`src/rtl/fp_add_scheduler.sv`:
```
// Round-robin scheduler sharing one combinational FP add/sub datapath among
// NUM_REQ requesters, with a multicycle hold before result capture.
module fp_add_scheduler #(
    parameter int NUM_REQ     = 4,
    parameter int ID_W        = 2,
    parameter int ADD_LATENCY = 1
) (
    input  logic                   clk,
    input  logic                   rst,
    input  logic [NUM_REQ-1:0]     req_valid,
    output logic [NUM_REQ-1:0]     req_ready,
    input  logic [NUM_REQ*32-1:0]  req_a,
    input  logic [NUM_REQ*32-1:0]  req_b,
    input  logic [NUM_REQ-1:0]     req_op,
    output logic [31:0]            add_addent,
    output logic [31:0]            add_augend,
    input  logic [31:0]            add_result,
    output logic                   rsp_valid,
    input  logic                   rsp_ready,
    output logic [ID_W-1:0]        rsp_id,
    output logic [31:0]            rsp_data,
    output logic [1:0]             rsp_flags,
    output logic                   busy
);

    typedef enum logic [1:0] {
        IDLE = 2'd0,
        WAIT = 2'd1,
        RESP = 2'd2
    } state_t;

    state_t              state_r;
    state_t              state_nxt_s;
    logic [ID_W-1:0]     rr_ptr_r;
    logic [ID_W-1:0]     id_r;
    logic [31:0]         opa_r;
    logic [31:0]         opb_r;
    logic [3:0]          cnt_r;
    logic                rsp_valid_r;
    logic [ID_W-1:0]     rsp_id_r;
    logic [31:0]         rsp_data_r;
    logic [1:0]          rsp_flags_r;

    logic                grant_found_s;
    logic [ID_W-1:0]     grant_idx_s;
    logic [NUM_REQ-1:0]  grant_onehot_s;
    logic                accept_s;
    logic [31:0]         sel_a_s;
    logic [31:0]         sel_b_s;
    logic                sel_op_s;

    // {NaN, Inf} classification of an IEEE-754 single-precision value
    function automatic logic [1:0] classify(input logic [31:0] v);
        logic exp_ones;
        logic frac_nz;
        exp_ones = (v[30:23] == 8'hFF);
        frac_nz  = (v[22:0] != 23'd0);
        return {exp_ones & frac_nz, exp_ones & ~frac_nz};
    endfunction

    // Round-robin search from rr_ptr; descending scan so the nearest hit wins
    always_comb begin : arb
        int              idx_v;
        logic [ID_W-1:0] idx_w;
        idx_v         = 0;
        idx_w         = '0;
        grant_found_s = 1'b0;
        grant_idx_s   = '0;
        for (int k = NUM_REQ - 1; k >= 0; k--) begin
            idx_v         = (int'(rr_ptr_r) + k) % NUM_REQ;
            idx_w         = ID_W'(idx_v);
            grant_found_s = grant_found_s | req_valid[idx_w];
            grant_idx_s   = req_valid[idx_w] ? idx_w : grant_idx_s;
        end
    end

    // Operand mux for the granted requester
    always_comb begin
        sel_a_s  = 32'd0;
        sel_b_s  = 32'd0;
        sel_op_s = 1'b0;
        for (int i = 0; i < NUM_REQ; i++) begin
            sel_a_s  = (grant_idx_s == ID_W'(i)) ? req_a[32*i +: 32] : sel_a_s;
            sel_b_s  = (grant_idx_s == ID_W'(i)) ? req_b[32*i +: 32] : sel_b_s;
            sel_op_s = (grant_idx_s == ID_W'(i)) ? req_op[i]         : sel_op_s;
        end
    end

    // No grant may leave the block while reset is asserted
    assign accept_s       = (state_r == IDLE) && grant_found_s && !rst;
    assign grant_onehot_s = NUM_REQ'(1) << grant_idx_s;
    assign req_ready      = accept_s ? grant_onehot_s : '0;

    // State register
    always_ff @(posedge clk) begin
        if (rst) begin
            state_r <= IDLE;
        end else begin
            state_r <= state_nxt_s;
        end
    end

    // Next-state logic
    always_comb begin
        state_nxt_s = state_r;
        case (state_r)
            IDLE: begin
                if (accept_s) begin
                    state_nxt_s = WAIT;
                end else begin
                    state_nxt_s = IDLE;
                end
            end
            WAIT: begin
                if (cnt_r == 4'd1) begin
                    state_nxt_s = RESP;
                end else begin
                    state_nxt_s = WAIT;
                end
            end
            RESP: begin
                if (rsp_ready) begin
                    state_nxt_s = IDLE;
                end else begin
                    state_nxt_s = RESP;
                end
            end
            default: state_nxt_s = IDLE;
        endcase
    end

    // Operand capture, latency counter and response registers
    always_ff @(posedge clk) begin
        if (rst) begin
            rr_ptr_r    <= '0;
            id_r        <= '0;
            opa_r       <= 32'd0;
            opb_r       <= 32'd0;
            cnt_r       <= 4'd0;
            rsp_valid_r <= 1'b0;
            rsp_id_r    <= '0;
            rsp_data_r  <= 32'd0;
            rsp_flags_r <= 2'b00;
        end else begin
            case (state_r)
                IDLE: begin
                    if (accept_s) begin
                        opa_r    <= sel_a_s;
                        opb_r    <= {sel_b_s[31] ^ sel_op_s, sel_b_s[30:0]};
                        id_r     <= grant_idx_s;
                        rr_ptr_r <= ID_W'((int'(grant_idx_s) + 1) % NUM_REQ);
                        cnt_r    <= 4'(ADD_LATENCY);
                    end else begin
                        cnt_r    <= cnt_r;
                    end
                end
                WAIT: begin
                    cnt_r <= cnt_r - 4'd1;
                    if (cnt_r == 4'd1) begin
                        rsp_data_r  <= add_result;
                        rsp_flags_r <= classify(add_result);
                        rsp_id_r    <= id_r;
                        rsp_valid_r <= 1'b1;
                    end else begin
                        rsp_valid_r <= 1'b0;
                    end
                end
                RESP: begin
                    if (rsp_ready) begin
                        rsp_valid_r <= 1'b0;
                    end else begin
                        rsp_valid_r <= 1'b1;
                    end
                end
                default: rsp_valid_r <= 1'b0;
            endcase
        end
    end

    assign add_addent = opa_r;
    assign add_augend = opb_r;
    assign rsp_valid  = rsp_valid_r;
    assign rsp_id     = rsp_id_r;
    assign rsp_data   = rsp_data_r;
    assign rsp_flags  = rsp_flags_r;
    assign busy       = (state_r == WAIT) || (state_r == RESP);

endmodule

```
`config.mk`:
```
export PLATFORM = sky130hd
export DESIGN_NAME = fp_add_scheduler
export DESIGN_NICKNAME = d
export VERILOG_FILES = /design/src/rtl/fp_add_scheduler.sv
export SDC_FILE = /design/constraint.sdc
export NUM_CORES = 1
export LEC_CHECK = 0
export CAP_MARGIN = 20
export CELL_PAD_IN_SITES_DETAIL_PLACEMENT = 2
export CELL_PAD_IN_SITES_GLOBAL_PLACEMENT = 2
export CORE_UTILIZATION = 17
export CTS_CLUSTER_SIZE = 28
export DETAILED_ROUTE_END_ITERATION = 6
export PLACE_DENSITY_LB_ADDON = 0.1
export SYNTH_ARGS = -nofsm -noshare
export SYNTH_HDL_FRONTEND = slang
export SYNTH_SLANG_ARGS = --single-unit
```
`constraint.sdc`:
```
create_clock -name clk -period 2.32 [get_ports clk]
set_clock_uncertainty 0.1 [all_clocks]
set_input_delay 0.348 -clock clk [delete_from_list [all_inputs] [get_ports clk]]
set_output_delay 0.348 -clock clk [all_outputs]
set_load 0.02 [all_outputs]
```
==> results.ini, run 1 <==
[clocking]
clockBufferDepth = 2
cts_tree = done
root_buffer = clkbuf_16
clkSinkCount = 111
ctsHtreeMaxLevel = 3
cts_buffers = 9
insertion_delay_ps = 380
path_clk_slew_ps = 90

[sta]
max_freq_mhz = 413
fin_crit_sh_pct = 104
setup_violations = 29
fin_tns_setup_ps = -753
fin_ws_ps = -104
slew_headroom_pct = 40.7
holdWs_ps = 352
period_needed_ps = 2420
tightestPinTransition_ps = 890
rsz0062_at_grt = yes
slew_violations = 0
hold_viol = 0

[global_route]
grt_pass1_wl_um = 50400
antenna_found_initial = 6
track_usage_pct = 18.4
grt_pass1_vias = 7974
overflow = 0
grt_max_degree = 58

[cells_and_area]
area_delta_synth_final_pct = 106
num-nets-final = 1503
drive_gt1_share_pct = 18.1
fin_cells = 1665

[pwr]
p_per_area_nw_per_um2 = 834
switchingPower_mw = 4.14
ir_drop_uv = 416
p_leak_nw = 4.54
power.internal_mw = 6.41
share_comb_of_total_power_pct = 59.4
seq_power_share_pct = 24.0
switching_share_pct = 39.3
pwr-share-clk_pct = 16.6

[floorplan]
die_w_um = 192
num_rows = 69
initial_core_util_pct = 17.3
core-area_um2 = 35600
die_h_um = 192
die_area_um2 = 36900
ios = 405

[critical_path]
crit_path_frequent_cell = buf_12
r2r_slack_ps = -100
cp-end-kind = register
r2r-end = add_augend[9]$_SDFFE_PP0P_
worstPathArrival_ps = 2630
required_ps = 2520
crit_cells = 13
critPathLaunchType = register
r2r_cells = 13
cp_num_buf_inv = 5
cp_cell_sequence = nor2b_4 -> buf_6 -> o21bai_4 -> o31ai_4 -> buf_12 -> ha_4 -> nor2b_4 -> buf_12 -> buf_12 -> buf_16 -> a221oi_2 -> o311a_1 -> nor3_2
r2r-start = rr_ptr_r[0]$_SDFFE_PP0P_
worstSetupPathType = reg2reg
startpoint = rr_ptr_r[0]$_SDFFE_PP0P_
crit_family = compound AO/OA/AOI/OAI gates
slowest_delay_ps = 390
critPathSlowestCell = dfxtp_4
crit_path_end = add_augend[9]$_SDFFE_PP0P_
crit_fanout = 7

[synth]
ys.warnings.count = 0
async_flop_share_pct = 0
syn_avg_cell_area_um2 = 7.86
syn_area_um2 = 6140
synth_seq_cells = 111
synthesis.nets = 1090
synth-seq-area-share_pct = 36.2
synth_edf_count = 0
ys.flop_type = dfxtp_1
synth_cell_types = 47
syn_inst = 781

[status]
violations = setup timing
status = finished with violations

[routing]
postRouteAntennaNets = 0
drc = 0
wirelength_um = 35900
wl_per_cell_um = 21.6
num_vias = 7681
post_drt_via_cell_ratio = 4.61
drtIter0Drc = 181
dr.pass1.iters = 4

[hold_path]
hold_path.class = reg2reg

[place]
gp_congestion = 0.781
place_inst = 1614
dp_hpwl_um = 25700
io_buffers = 404

[job]
maxCapViolCount = 0

stage by stage:
step                setup slack (ps)  total power [mW]  area, µm²  util [%]
detailed placement             -1040              7.63      11100      31.1
global placement               -1010              7.58      11100      31.1
CTS                            -97.3              10.2      12100      33.9
floorplan                      -28.9              5.15       6180         -
global route                    -186              11.2      12600      35.5
finish                          -104              10.5      12600      35.6
cell families after synthesis:
kind of cell / count (synthesis) / synth area share [%]
simple gates: 374 / 29.4
compound gates: 189 / 25.2
flops: 111 / 36.2
buf+inv: 90 / 6.05
fa+ha+maj: 10 / 2.04
xor+xnor: 5 / 0.713
mux: 2 / 0.346
tightest hold or removal path, cell delays in order (launching register included):
cell and delay [ps]:
dfxtp_1 320, nand2_1 60, nand2_1 40
cell usage after synthesis (2+ instances only):
cell | number | area, µm²
a21oi_1 | 46 | 230
a221oi_1 | 64 | 561
a31oi_1 | 2 | 12.5
and2_1 | 3 | 18.8
buf_1 | 6 | 22.5
buf_2 | 11 | 55.1
buf_6 | 2 | 22.5
clkbuf_1 | 58 | 218
dfxtp_1 | 111 | 2220
ha_1 | 10 | 125
inv_1 | 11 | 41.3
nand2_1 | 142 | 533
nand3_1 | 2 | 10.0
nand3b_1 | 2 | 15.0
nor2_1 | 71 | 267
nor2b_1 | 68 | 425
nor3_1 | 59 | 295
nor3_2 | 11 | 110
nor4_1 | 6 | 37.5
nor4b_1 | 2 | 17.5
o21ai_0 | 2 | 10.0
o311a_1 | 63 | 631
o31ai_1 | 2 | 15.0
xnor2_1 | 3 | 26.3
xor2_1 | 2 | 17.5
cells in the final DEF, fill, tap and decap left out, drive strengths merged, types with 5 or more instances in the layout:
master / Yosys / final
a221oi: 64 / 64
o311a: 63 / 63
nor3: 70 / 70
a21oi: 46 / 46
nor4: 7 / 7
buf: 20 / 77
diode: 0 / 5
nor2: 72 / 72
nand2: 142 / 142
nor2b: 68 / 68
ha: 10 / 10
dfxtp: 111 / 111
clkbuf: 59 / 16
inv: 11 / 15
clkdlybuf4s50: 0 / 395
power groups by stage:
stage               Combinational (mW)  Sequential (mW)  Clock (mW)
detailed placement                5.06             2.57           0
CTS                               5.81             2.53        1.85
global placement                  5.02             2.56           0
floorplan                         2.20             2.95           0
finish                            6.27             2.53        1.75
global route                      6.72             2.58        1.90
final cells by class:
cell class / count / area [µm²]
inverters: 11 / 46.3
clock buffers: 9 / 225
repair buffers: 481 / 5160
diodes: 5 / 12.5
flip-flops and latches: 111 / 2230
well taps: 461 / 577
fillers: 3922 / 22900
multi-input cells: 580 / 4320
clock inverters: 7 / 83.8
metal layers:
metal	track usage (%)	part of all wire (%)
met1	21.3	41
met2	32.2	50
met3	4.97	6.4
met4	7.12	2.7
met5	0	0.045
worst min-delay path by stage:
stage                                    from                        end  slack [ps]  cells past startpoint
floorplan                id_r[0]$_SDFFE_PP0P_     rsp_id[0]$_SDFFE_PP0P_         330                      2
global placement    rsp_flags[1]$_SDFFE_PP0P_  rsp_flags[1]$_SDFFE_PP0P_         330                      2
detailed placement  rsp_flags[1]$_SDFFE_PP0P_  rsp_flags[1]$_SDFFE_PP0P_         340                      2
CTS                 rsp_flags[1]$_SDFFE_PP0P_  rsp_flags[1]$_SDFFE_PP0P_         360                      2
global route        rsp_flags[1]$_SDFFE_PP0P_  rsp_flags[1]$_SDFFE_PP0P_         380                      2
finish              rsp_flags[1]$_SDFFE_PP0P_  rsp_flags[1]$_SDFFE_PP0P_         350                      2
registers in the layout, summed over array words and instances, names as in the netlist:
signal,flops
add_addent,32
add_augend,32
rsp_data,32
cnt_r,4
id_r,2
rr_ptr_r,2
rsp_flags,2
rsp_id,2
state_r,2
rsp_valid,1
repair_timing:
| action | 4_1_cts | 5_1_grt |
|---|---|---|
| hold buffers | 0 | 0 |
| gates resized for setup | 108 | 65 |
| setup endpoints to repair | 68 | 67 |
| setup buffers | 10 | 12 |
| pin swaps | 48 | 57 |
| cloned | 6 | 5 |
Note: power is estimated with default switching activity, not from simulation.
==> inputs of run 2 (changes only) <==
--- a/config.mk
+++ b/config.mk
@@ -11,7 +11,7 @@
 export CORE_UTILIZATION = 17
 export CTS_CLUSTER_SIZE = 28
 export DETAILED_ROUTE_END_ITERATION = 6
-export PLACE_DENSITY_LB_ADDON = 0.1
+export PLACE_DENSITY_LB_ADDON = 0.3
 export SYNTH_ARGS = -nofsm -noshare
 export SYNTH_HDL_FRONTEND = slang
 export SYNTH_SLANG_ARGS = --single-unit
==> run 2 against run 1 <==
  * Sequential share of layout area grew 0.20 points
  * Non-clock buffer count is 7 higher
  * Clock power decreased by 9%
  * Utilization down 0.39 points
  * The flow still finishes with violations (setup timing)
  * Worst hold slack worse by 69 ps
  * Cell area down 1.1%
  * Largest power group unchanged
  * Sequential power barely moved
  * Critical endpoint is now add_addent[19]$_SDFFE_PP0P_
  * Clock-buffer cell count rose by 1
  * Register-to-register slack worse by 110 ps
==> results.ini, run 2 (synthesized netlist as in run 1, its figures left out) <==
[status]
violations = setup timing
status = finished with violations

[cells_and_area]
drive_gt1_share_pct = 19.3  ; +1.2 points
final_cell_mix = clkdlybuf4s50_1 (395), nand2_1 (142), dfxtp_1 (109), nor2_1 (69), nor2b_1 (64)
multi_input_area_um2 = 4240  ; -1.7%
final_common_cell = clkdlybuf4s50_1
finalCoreUtilization_pct = 35.2  ; -0.39 points
num-nets-final = 1510  ; +0.47%
fin_area_um2 = 12500  ; -1.1%
seqCellArea_um2 = 2230  ; unchanged
fillCellCount = 3952  ; +0.76%
area_delta_synth_final_pct = 104

[sta]
fin_tns_setup_ps = -5950  ; -5190 ps
fin_crit_sh_pct = 109  ; +4.9 points
slew_headroom_pct = 41.9  ; +1.2 points
fin_ws_ps = -217  ; -113 ps
max_freq_mhz = 394  ; -4.5%
slew_violations = 0  ; unchanged
hold_viol = 0  ; unchanged
rsz0062_at_grt = yes
period_needed_ps = 2540  ; +113 ps
tightestPinTransition_ps = 871  ; -18.6 ps
setup_violations = 66  ; +130%

[clocking]
root_buffer = clkbuf_16
clockBufferDepth = 2  ; unchanged
ctsHtreeMaxLevel = 3  ; unchanged
clkSinkCount = 111  ; unchanged
insertion_delay_ps = 380  ; about the same
cts_tree = done
cts_buffers = 9  ; unchanged
path_clk_slew_ps = 80  ; about the same

[global_route]
grt_max_degree = 82  ; +41%
overflow = 0  ; unchanged
grt_pass1_wl_um = 48700  ; -3.3%
track_usage_pct = 17.8  ; -0.65 points
grt_pass1_vias = 8154  ; +2.3%
antenna_found_initial = 4  ; -2

[critical_path]
worstPathArrival_ps = 2730  ; +100 ps
cp-end-kind = register
crit_fanout = 9  ; +2
r2r_slack_ps = -220  ; -110 ps
critPathLaunchType = register
worstSetupPathType = reg2reg
required_ps = 2510  ; about the same

[routing]
wl_per_cell_um = 21.6  ; about the same
postRouteAntennaNets = 0  ; unchanged
drtIter0Drc = 228  ; +26%
num_vias = 7824  ; +1.9%
post_drt_via_cell_ratio = 4.69  ; +1.6%
wirelength_um = 36000  ; +0.37%
dr.pass1.iters = 4  ; unchanged
drc = 0  ; unchanged

[job]
maxCapViolCount = 0  ; unchanged

[place]
place_area_um2 = 11200  ; +1.1%
dp_hpwl_um = 26400  ; +2.5%
io_buffers = 404  ; unchanged
gp_congestion = 0.841  ; +7.7%

[floorplan]
die_h_um = 192  ; unchanged
initial_core_util_pct = 17.3  ; unchanged
num_rows = 69  ; unchanged
core-area_um2 = 35600  ; unchanged
die_w_um = 192  ; unchanged
ios = 405  ; unchanged
die_area_um2 = 36900  ; unchanged

[pwr]
ir_drop_uv = 364  ; -13%
p_leak_nw = 4.52  ; -0.43%
total_power_mw = 10.3  ; -2.7%
p_per_area_nw_per_um2 = 821  ; -1.6%

[hold_path]
hold_path.class = in2reg

[run 2: cell types whose count changed in the layout (fill, tap and decap cells not counted), sizes merged]
cell | before | now
buf | 77 | 83
inv | 15 | 13
clkinvlp | 1 | 0
clkinv | 1 | 3
clkbuf | 16 | 17
diode | 5 | 4
bufinv | 1 | 0
clkdlybuf4s15 | 0 | 1
[run 2: routing by layer]
layer,GRT usage [%],vias to the layer above,wire (µm)
met5,0,-,0
met4,7.96,0,1200
met3,4.81,49,2480
met2,30.2,277,17900
met1,20.8,3806,14400
li1,-,3692,-
[run 2: what timing repair did]
| action | 4_1_cts | 5_1_grt |
|---|---|---|
| gates cloned | 1 | 7 |
| setup buffers | 12 | 5 |
| hold buffers | 0 | 0 |
| resized for setup | 57 | 102 |
| pin swaps | 9 | 120 |
| setup endpoints to repair | 68 | 67 |
[run 2: where the power goes]
part           leakage (nW)  switching [mW]  total (mW)  internal, mW
Clock                 0.139           0.828        1.59         0.758
Combinational          3.47            3.00        6.13          3.14
Sequential            0.914           0.253        2.55          2.29
Total                  4.52            4.08        10.3          6.19
[run 2: worst paths after layout]
check             cells after the start                     endpoint                 startpoint
setup / recovery                     11  add_addent[19]$_SDFFE_PP0P_   rr_ptr_r[0]$_SDFFE_PP0P_
hold / removal                        3        cnt_r[0]$_SDFFE_PP0P_                        rst
setup reg to reg                     11  add_addent[19]$_SDFFE_PP0P_   rr_ptr_r[0]$_SDFFE_PP0P_
hold reg to reg                       2    rsp_flags[1]$_SDFFE_PP0P_  rsp_flags[1]$_SDFFE_PP0P_
[run 2: area by class of cell]
cell class	instances	share of cell area [%]
antenna	4	0.0800
inverter	11	0.350
clock inverter	5	0.260
tap	461	4.61
sequential	111	17.8
timing repair buffer	488	41.1
multi-input combinational	580	33.9
clock buffer	10	1.91
[run 2: worst max-delay path: stages, from the launching register on]
cell	delay (ps)
dfxtp_4	380
nor2b_4	170
nor2_2	60
o221a_4	260
buf_6	130
ha_4	170
nor2b_4	230
buf_12	190
buf_12	140
a221oi_1	80
o311a_1	370
nor3_2	170
[run 2: through the flow]
| stage | std cells | hold slack, ps | setup WS, ps |
|---|---|---|---|
| after global routing | 1670 | 287 | -323 |
| after detailed placement | 1628 | 352 | -972 |
| after CTS | 1656 | 269 | -182 |
| final | 1670 | 283 | -217 |
| after global placement | 1628 | 339 | -917 |
| after floorplan | 781 | 332 | -28.9 |
==> inputs of run 3 (changes only) <==
--- a/config.mk
+++ b/config.mk
@@ -9,6 +9,7 @@
 export CELL_PAD_IN_SITES_DETAIL_PLACEMENT = 2
 export CELL_PAD_IN_SITES_GLOBAL_PLACEMENT = 2
 export CORE_UTILIZATION = 17
+export CTS_BUF_LIST = sky130_fd_sc_hd__clkbuf_8 sky130_fd_sc_hd__clkbuf_16
 export CTS_CLUSTER_SIZE = 28
 export DETAILED_ROUTE_END_ITERATION = 6
 export PLACE_DENSITY_LB_ADDON = 0.3
==> results of run 3 <==
Final layout, timing and power as in run 2 (identical DEF).
